--- src/rtl/led_scan_capture.sv ---
// Captures a multiplexed active-low 7-segment bus into a frame of 4-bit character codes with valid/ready output.
// Optional macro LED_SCAN_CHANGE_ONLY_EN: suppress completed frames identical to the last presented one.
module led_scan_capture #(
   parameter int NUM_DIGITS    = 4,
   parameter int STABLE_CYCLES = 4
) (
   input  logic                    clk,
   input  logic                    rst_n,
   input  logic [NUM_DIGITS-1:0]   an,
   input  logic [6:0]              seg,
   output logic [4*NUM_DIGITS-1:0] chars,
   output logic [NUM_DIGITS-1:0]   bad_digit,
   output logic                    frame_valid,
   input  logic                    frame_ready,
   output logic                    overrun
);

   localparam int IDX_W = $clog2(NUM_DIGITS);
   localparam logic [7:0] STABLE_CNT = 8'(STABLE_CYCLES);

   localparam logic [1:0] ST_IDLE   = 2'd0;
   localparam logic [1:0] ST_SETTLE = 2'd1;
   localparam logic [1:0] ST_HELD   = 2'd2;

   // Returns {bad, code}; unknown patterns map to 4'hC with bad set.
   function automatic logic [4:0] encode_seg(input logic [6:0] s);
      logic [4:0] r;
      case (s)
         7'b0000001: r = 5'h00;
         7'b1001111: r = 5'h01;
         7'b0010010: r = 5'h02;
         7'b0000110: r = 5'h03;
         7'b1001100: r = 5'h04;
         7'b0100100: r = 5'h05;
         7'b0100000: r = 5'h06;
         7'b0001111: r = 5'h07;
         7'b0000000: r = 5'h08;
         7'b0000100: r = 5'h09;
         7'b1111110: r = 5'h0A;
         7'b0111000: r = 5'h0F;
         7'b1111111: r = 5'h0B;
         default:    r = 5'h1C;
      endcase
      return r;
   endfunction

   logic [NUM_DIGITS-1:0]   an_s1_q, an_s1_d, an_s2_q, an_s2_d;
   logic [6:0]              seg_s1_q, seg_s1_d, seg_s2_q, seg_s2_d;
   logic [1:0]              state_q, state_d;
   logic [7:0]              cnt_q, cnt_d;
   logic [IDX_W-1:0]        ref_idx_q, ref_idx_d;
   logic [6:0]              ref_seg_q, ref_seg_d;
   logic [NUM_DIGITS-1:0]   mask_q, mask_d, mask_set;
   logic [4*NUM_DIGITS-1:0] shadow_code_q, shadow_code_d;
   logic [NUM_DIGITS-1:0]   shadow_bad_q, shadow_bad_d;
   logic                    complete_q, complete_d;
   logic [4*NUM_DIGITS-1:0] chars_q, chars_d;
   logic [NUM_DIGITS-1:0]   bad_q, bad_d;
   logic                    fv_q, fv_d;
   logic                    ovr_q, ovr_d;
`ifdef LED_SCAN_CHANGE_ONLY_EN
   logic [4*NUM_DIGITS-1:0] last_code_q, last_code_d;
   logic [NUM_DIGITS-1:0]   last_bad_q, last_bad_d;
   logic                    have_last_q, have_last_d;
`endif

   logic             legal;
   logic [IDX_W-1:0] samp_idx;
   logic             match;
   logic             capture;
   logic             frame_dup;
   logic [4:0]       enc;

   // Legal sample: exactly one anode low.
   always_comb begin
      samp_idx = '0;
      for (int i = 0; i < NUM_DIGITS; i++) begin
         if (!an_s2_q[i]) samp_idx = IDX_W'(i);
      end
      legal = ($countones(~an_s2_q) == 1);
      match = legal && (samp_idx == ref_idx_q) && (seg_s2_q == ref_seg_q);
      enc   = encode_seg(seg_s2_q);
   end

   always_comb begin
      an_s1_d   = an;
      an_s2_d   = an_s1_q;
      seg_s1_d  = seg;
      seg_s2_d  = seg_s1_q;
      state_d   = state_q;
      cnt_d     = cnt_q;
      ref_idx_d = ref_idx_q;
      ref_seg_d = ref_seg_q;
      capture   = 1'b0;
      case (state_q)
         ST_IDLE: begin
            if (legal) begin
               ref_idx_d = samp_idx;
               ref_seg_d = seg_s2_q;
               cnt_d     = 8'd1;
               state_d   = ST_SETTLE;
            end
         end
         ST_SETTLE: begin
            if (!legal) begin
               state_d = ST_IDLE;
            end else if (match) begin
               if (cnt_q + 8'd1 == STABLE_CNT) begin
                  capture = 1'b1;
                  state_d = ST_HELD;
               end else begin
                  cnt_d = cnt_q + 8'd1;
               end
            end else begin
               ref_idx_d = samp_idx;
               ref_seg_d = seg_s2_q;
               cnt_d     = 8'd1;
            end
         end
         ST_HELD: begin
            if (!legal) begin
               state_d = ST_IDLE;
            end else if (!match) begin
               ref_idx_d = samp_idx;
               ref_seg_d = seg_s2_q;
               cnt_d     = 8'd1;
               state_d   = ST_SETTLE;
            end
         end
         default: state_d = ST_IDLE;
      endcase
   end

   // Shadow frame assembly; the capture that fills the mask also clears it.
   always_comb begin
      shadow_code_d = shadow_code_q;
      shadow_bad_d  = shadow_bad_q;
      mask_set      = mask_q;
      mask_d        = mask_q;
      complete_d    = 1'b0;
      if (capture) begin
         for (int i = 0; i < NUM_DIGITS; i++) begin
            if (ref_idx_q == IDX_W'(i)) begin
               shadow_code_d[4*i +: 4] = enc[3:0];
               shadow_bad_d[i]         = enc[4];
               mask_set[i]             = 1'b1;
            end
         end
         if (&mask_set) begin
            mask_d     = '0;
            complete_d = 1'b1;
         end else begin
            mask_d = mask_set;
         end
      end
   end

   always_comb begin
      chars_d   = chars_q;
      bad_d     = bad_q;
      fv_d      = fv_q;
      ovr_d     = ovr_q;
      frame_dup = 1'b0;
`ifdef LED_SCAN_CHANGE_ONLY_EN
      last_code_d = last_code_q;
      last_bad_d  = last_bad_q;
      have_last_d = have_last_q;
      frame_dup   = have_last_q && (shadow_code_q == last_code_q) && (shadow_bad_q == last_bad_q);
`endif
      if (fv_q && frame_ready) fv_d = 1'b0;
      if (complete_q && !frame_dup) begin
         if (!fv_q || frame_ready) begin
            chars_d = shadow_code_q;
            bad_d   = shadow_bad_q;
            fv_d    = 1'b1;
`ifdef LED_SCAN_CHANGE_ONLY_EN
            last_code_d = shadow_code_q;
            last_bad_d  = shadow_bad_q;
            have_last_d = 1'b1;
`endif
         end else begin
            ovr_d = 1'b1;
         end
      end
   end

   always_ff @(posedge clk or negedge rst_n) begin
      if (!rst_n) begin
         an_s1_q       <= '1;
         an_s2_q       <= '1;
         seg_s1_q      <= 7'b1111111;
         seg_s2_q      <= 7'b1111111;
         state_q       <= ST_IDLE;
         cnt_q         <= '0;
         ref_idx_q     <= '0;
         ref_seg_q     <= '0;
         mask_q        <= '0;
         shadow_code_q <= '0;
         shadow_bad_q  <= '0;
         complete_q    <= 1'b0;
         chars_q       <= '0;
         bad_q         <= '0;
         fv_q          <= 1'b0;
         ovr_q         <= 1'b0;
`ifdef LED_SCAN_CHANGE_ONLY_EN
         last_code_q   <= '0;
         last_bad_q    <= '0;
         have_last_q   <= 1'b0;
`endif
      end else begin
         an_s1_q       <= an_s1_d;
         an_s2_q       <= an_s2_d;
         seg_s1_q      <= seg_s1_d;
         seg_s2_q      <= seg_s2_d;
         state_q       <= state_d;
         cnt_q         <= cnt_d;
         ref_idx_q     <= ref_idx_d;
         ref_seg_q     <= ref_seg_d;
         mask_q        <= mask_d;
         shadow_code_q <= shadow_code_d;
         shadow_bad_q  <= shadow_bad_d;
         complete_q    <= complete_d;
         chars_q       <= chars_d;
         bad_q         <= bad_d;
         fv_q          <= fv_d;
         ovr_q         <= ovr_d;
`ifdef LED_SCAN_CHANGE_ONLY_EN
         last_code_q   <= last_code_d;
         last_bad_q    <= last_bad_d;
         have_last_q   <= have_last_d;
`endif
      end
   end

   assign chars       = chars_q;
   assign bad_digit   = bad_q;
   assign frame_valid = fv_q;
   assign overrun     = ovr_q;

endmodule
--- config.mk ---
export PLATFORM = sky130hd
export DESIGN_NAME = led_scan_capture
export DESIGN_NICKNAME = d
export VERILOG_FILES = /design/src/rtl/led_scan_capture.sv
export SDC_FILE = /design/constraint.sdc
export NUM_CORES = 1
export LEC_CHECK = 0
export CAP_MARGIN = 30
export CORE_MARGIN = 5
export CORE_UTILIZATION = 50
export CTS_BUF_LIST = sky130_fd_sc_hd__clkbuf_16
export CTS_CLUSTER_SIZE = 14
export DETAILED_ROUTE_END_ITERATION = 10
export PLACE_DENSITY = 0.71
export SETUP_SLACK_MARGIN = 0.4
export SLEW_MARGIN = 20
export SYNTH_ARGS = -nofsm -noshare
export SYNTH_HDL_FRONTEND = slang
export SYNTH_SLANG_ARGS = --single-unit
--- constraint.sdc ---
create_clock -name clk -period 8.65 [get_ports clk]
set_input_delay 0.865 -clock clk [delete_from_list [all_inputs] [get_ports clk]]
set_output_delay 0.865 -clock clk [all_outputs]
set_load 0.01 [all_outputs]
==> results.py <==
metrics = {
    "final_layout": {
        "final_common_cell": "sky130_fd_sc_hd__dfrtp_1",
        "antenna-diode-count": 0,
        "area_growth_pct": 18.2,
        "fill_cells": 623,
        "fin_util_pct": 60.8,
        "most-common-layout-cells": "66 x sky130_fd_sc_hd__dfrtp_1, 42 x sky130_fd_sc_hd__mux2_2, 34 x sky130_fd_sc_hd__clkdlybuf4s50_1",
        "nNetsFinal": 385,
        "final_layout_size_suffix_gt1_share_pct": 26.2,
    },
    "yosys": {
        "post_synth_xor_area_fraction_pct": 2.19,
        "largest_family_of_logic_cells_by_synthesized_area": "multiplexers",
        "ys_seq_elements": 88,
        "ys_top_cells_by_area": "sky130_fd_sc_hd__dfrtp_1 41%, sky130_fd_sc_hd__dfstp_2 14%, sky130_fd_sc_hd__mux2_2 12%",
        "syn_nets": 353,
        "synth_area_per_cell_um2": 12.1,
        "synthesis.instances": 330,
        "synth_enable_flop_cells": 0,
        "synthSimpleGateAreaFrac_pct": 12.8,
        "synth_compound_gate_area_share_pct": 9.20,
        "synth_top_flop_cell": "sky130_fd_sc_hd__dfrtp_1",
        "synth_area_in_adders_pct": 3.00,
        "synth_top_area_share_pct": 41.3,
        "synth_top_cell_by_area": "sky130_fd_sc_hd__dfrtp_1",
        "yosysWarnings": 0,
        "synth.cell_area_um2": 4000,
        "yosys.cell_types.count": 58,
        "async_reset_ff_share_pct": 100,
        "synth-seq-area-share_pct": 55.8,
        "synth_mux_area_share_pct": 14.0,
    },
    "min_path": {
        "min-delay-path-class": "reg -> reg",
        "hold_path.startpoint": "seg_s1_q[0]$_DFF_PN1_",
        "hold_end": "seg_s2_q[0]$_DFF_PN1_",
        "hold_path_depth": 0,
    },
    "place": {
        "dp_hpwl_mm": 4.72,
        "gp_congestion": 0.844,
        "place.port_buffers": 35,
    },
    "timing": {
        "slew-limit-headroom_pct": 46.0,
        "fmaxAchievable_mhz": 254,
        "setup_viol_count_final": 0,
        "final.setup_skew_ns": 0.00552,
        "fin_worst_hold_slack_ns": 0.354,
        "min_period_ns": 3.93,
        "share_of_the_clock_period_used_by_the_worst_path_after_layout_pct": 45.5,
        "grt_setup_unrepaired": "false",
        "final-hold-violation-count": 0,
        "final_count_of_pins_violating_max_slew": 0,
        "worst_slew_pin_slew_ns": 0.808,
        "finalSetupTns_ns": 0,
    },
    "routing": {
        "detail_route.first_pass.iterations": 4,
        "via_per_inst": 5.51,
        "detail_route.drc_violations": 0,
        "drt-wirelength-per-cell_um": 14.9,
        "drtIter0Drc": 75,
        "route.vias.total": 2583,
        "routed_wirelength_mm": 6.98,
        "drt.antenna.violating_nets": 0,
    },
    "cts": {
        "cts.path.max_buffers": 2,
        "cts_tree": "done",
        "post_cts_hold_buffer_count": 0,
        "clock-root-buffer": "sky130_fd_sc_hd__clkbuf_16",
        "cts_buffers": 9,
        "path_clk_slew_ns": 0.06,
        "cts_max_level": 3,
        "cts_num_sinks": 88,
        "cts_setup_buffers": 0,
        "insertion_delay_of_the_later_clocked_pin_in_the_worst_skew_pair_ns": 0.34,
        "post_cts.resized_instances": 0,
    },
    "job": {
        "cap_violations": 0,
    },
    "global_routing": {
        "grt_first_pass_wirelength_mm": 12.5,
        "grt_max_degree": 56,
        "antenna_violations_before_repair": 0,
        "global_route.usage.met1_pct": 22.0,
        "gr-max-usage-layer": "met2",
        "grtUsageMet3_pct": 2.95,
        "overflow": 0,
        "grt_pass1_vias": 2598,
        "grt_use_met2_pct": 24.0,
        "gr-usage-all-layers_pct": 15.7,
    },
    "floorplanning": {
        "top_level_ports": 36,
        "die_x_um": 99.4,
        "rows": 32,
        "core_region_area_um2": 7770,
        "initial_utilization_pct": 51.5,
        "die_h_um": 99.4,
        "dieArea_um2": 9880,
    },
    "critical_path": {
        "r2r_slack_ns": 4.72,
        "r2r_cells": 10,
        "worst_setup_path_end_kind": "register",
        "critPathMaxFanout": 7,
        "r2r-end": "shadow_code_q[9]$_DFFE_PN0P_",
        "timing.critical_path.from_type": "register",
        "worst-endpoint-arrival_ns": 4.16,
        "crit-reg2reg-launch": "an_s2_q[3]$_DFF_PN1_",
        "crit_type": "reg -> reg",
        "required_ns": 8.87,
    },
    "outcome": {
        "run_status": "complete, no violations",
    },
    "power": {
        "p_total_mw": 1.01,
        "peakVddDrop_v": 0.000148,
        "cellLeakagePower_nw": 2.15,
        "power_per_cell_area_nw_per_um2": 214,
    },
}
==> report_power, final <==
group / switching [mW] / internal, mW / total (mW)
clock: 0.168 / 0.227 / 0.395
combinational: 0.0715 / 0.0670 / 0.138
sequential: 0.0329 / 0.446 / 0.479
==> sequential cells by signal, summed over array words and instances (netlist names), 2 cells and up <==
name and cells:
mask_q 4, ref_seg_q 7, seg_s2_q 7, ref_idx_q 2, state_q 2, chars 16, cnt_q 8, shadow_code_q 16
an_s2_q 4, seg_s1_q 7, bad_digit 4, an_s1_q 4, shadow_bad_q 4
==> cells in the mapped netlist (5+ instances only) <==
master,number
sky130_fd_sc_hd__nand4_1,6
sky130_fd_sc_hd__dfrtp_1,66
sky130_fd_sc_hd__mux2_4,5
sky130_fd_sc_hd__clkbuf_1,14
sky130_fd_sc_hd__xnor2_1,7
sky130_fd_sc_hd__o21ai_0,8
sky130_fd_sc_hd__nand2_1,21
sky130_fd_sc_hd__nor3_1,7
sky130_fd_sc_hd__mux2_2,42
sky130_fd_sc_hd__a21oi_1,6
sky130_fd_sc_hd__inv_1,14
sky130_fd_sc_hd__dfstp_2,22
sky130_fd_sc_hd__nor2_1,21
sky130_fd_sc_hd__nand3_1,16
sky130_fd_sc_hd__ha_1,8
==> through the flow <==
stage / worst slack [ns] / instance area, µm² / std cells
after floorplan: 5.07 / 4000 / 330
final: 4.72 / 4720 / 469
after CTS: 4.72 / 4720 / 469
after global routing: 4.52 / 4720 / 469
after global placement: 4.89 / 4420 / 453
after detailed placement: 4.73 / 4420 / 453
==> how the worst max path moves through the flow <==
| stage | startpoint | end | slack (ns) |
|---|---|---|---|
| 6_report | an_s2_q[3]$_DFF_PN1_ | shadow_code_q[9]$_DFFE_PN0P_ | 4.72 |
| 4_1_cts | an_s2_q[3]$_DFF_PN1_ | shadow_code_q[9]$_DFFE_PN0P_ | 4.72 |
| 2_1_floorplan | an_s2_q[3]$_DFF_PN1_ | shadow_bad_q[2]$_DFFE_PN0P_ | 5.07 |
| 3_3_place_gp | an_s2_q[3]$_DFF_PN1_ | shadow_bad_q[2]$_DFFE_PN0P_ | 4.89 |
| 3_5_place_dp | an_s2_q[3]$_DFF_PN1_ | shadow_bad_q[2]$_DFFE_PN0P_ | 4.73 |
| 5_1_grt | an_s2_q[3]$_DFF_PN1_ | shadow_code_q[9]$_DFFE_PN0P_ | 4.52 |
==> area by class of cell <==
type	instances	area (µm²)	share of cell area [%]
inverters	14	52.6	1.11
multi-input cells	212	1650	34.9
well taps	102	128	2.70
clock inverters	7	80.1	1.69
clock buffers	9	225	4.77
repair buffers	37	363	7.68
flip-flops and latches	88	2230	47.2
==> metal layers <==
layer / wire length [µm] / vias up / share of wire (%)
li1: - / 1233 / -
met1: 3350 / 1287 / 48
met2: 3250 / 53 / 47
met3: 256 / 10 / 3.7
met4: 127 / 0 / 1.8
met5: 0 / - / 0
==> cell families (layout without fill, tap and decap cells) <==
group,count (synthesis),after routing
buf+inv,30,67
fa+ha+maj,9,9
flops,88,88
xor+xnor,10,10
compound gates,48,48
simple gates,97,97
mux,48,48
==> worst max-delay path, cell delays in order (launching register included) <==
cell                        delay, ns
sky130_fd_sc_hd__dfstp_2         0.59
sky130_fd_sc_hd__fa_1            0.42
sky130_fd_sc_hd__inv_1           0.06
sky130_fd_sc_hd__ha_1            0.13
sky130_fd_sc_hd__ha_1            0.24
sky130_fd_sc_hd__nor3b_2         0.31
sky130_fd_sc_hd__nand4_1         0.20
sky130_fd_sc_hd__a2111oi_4       0.48
sky130_fd_sc_hd__or3b_4          0.47
sky130_fd_sc_hd__or3b_1          0.55
sky130_fd_sc_hd__mux2_4          0.35
No activity file was read; power rests on OpenSTA's default activity.
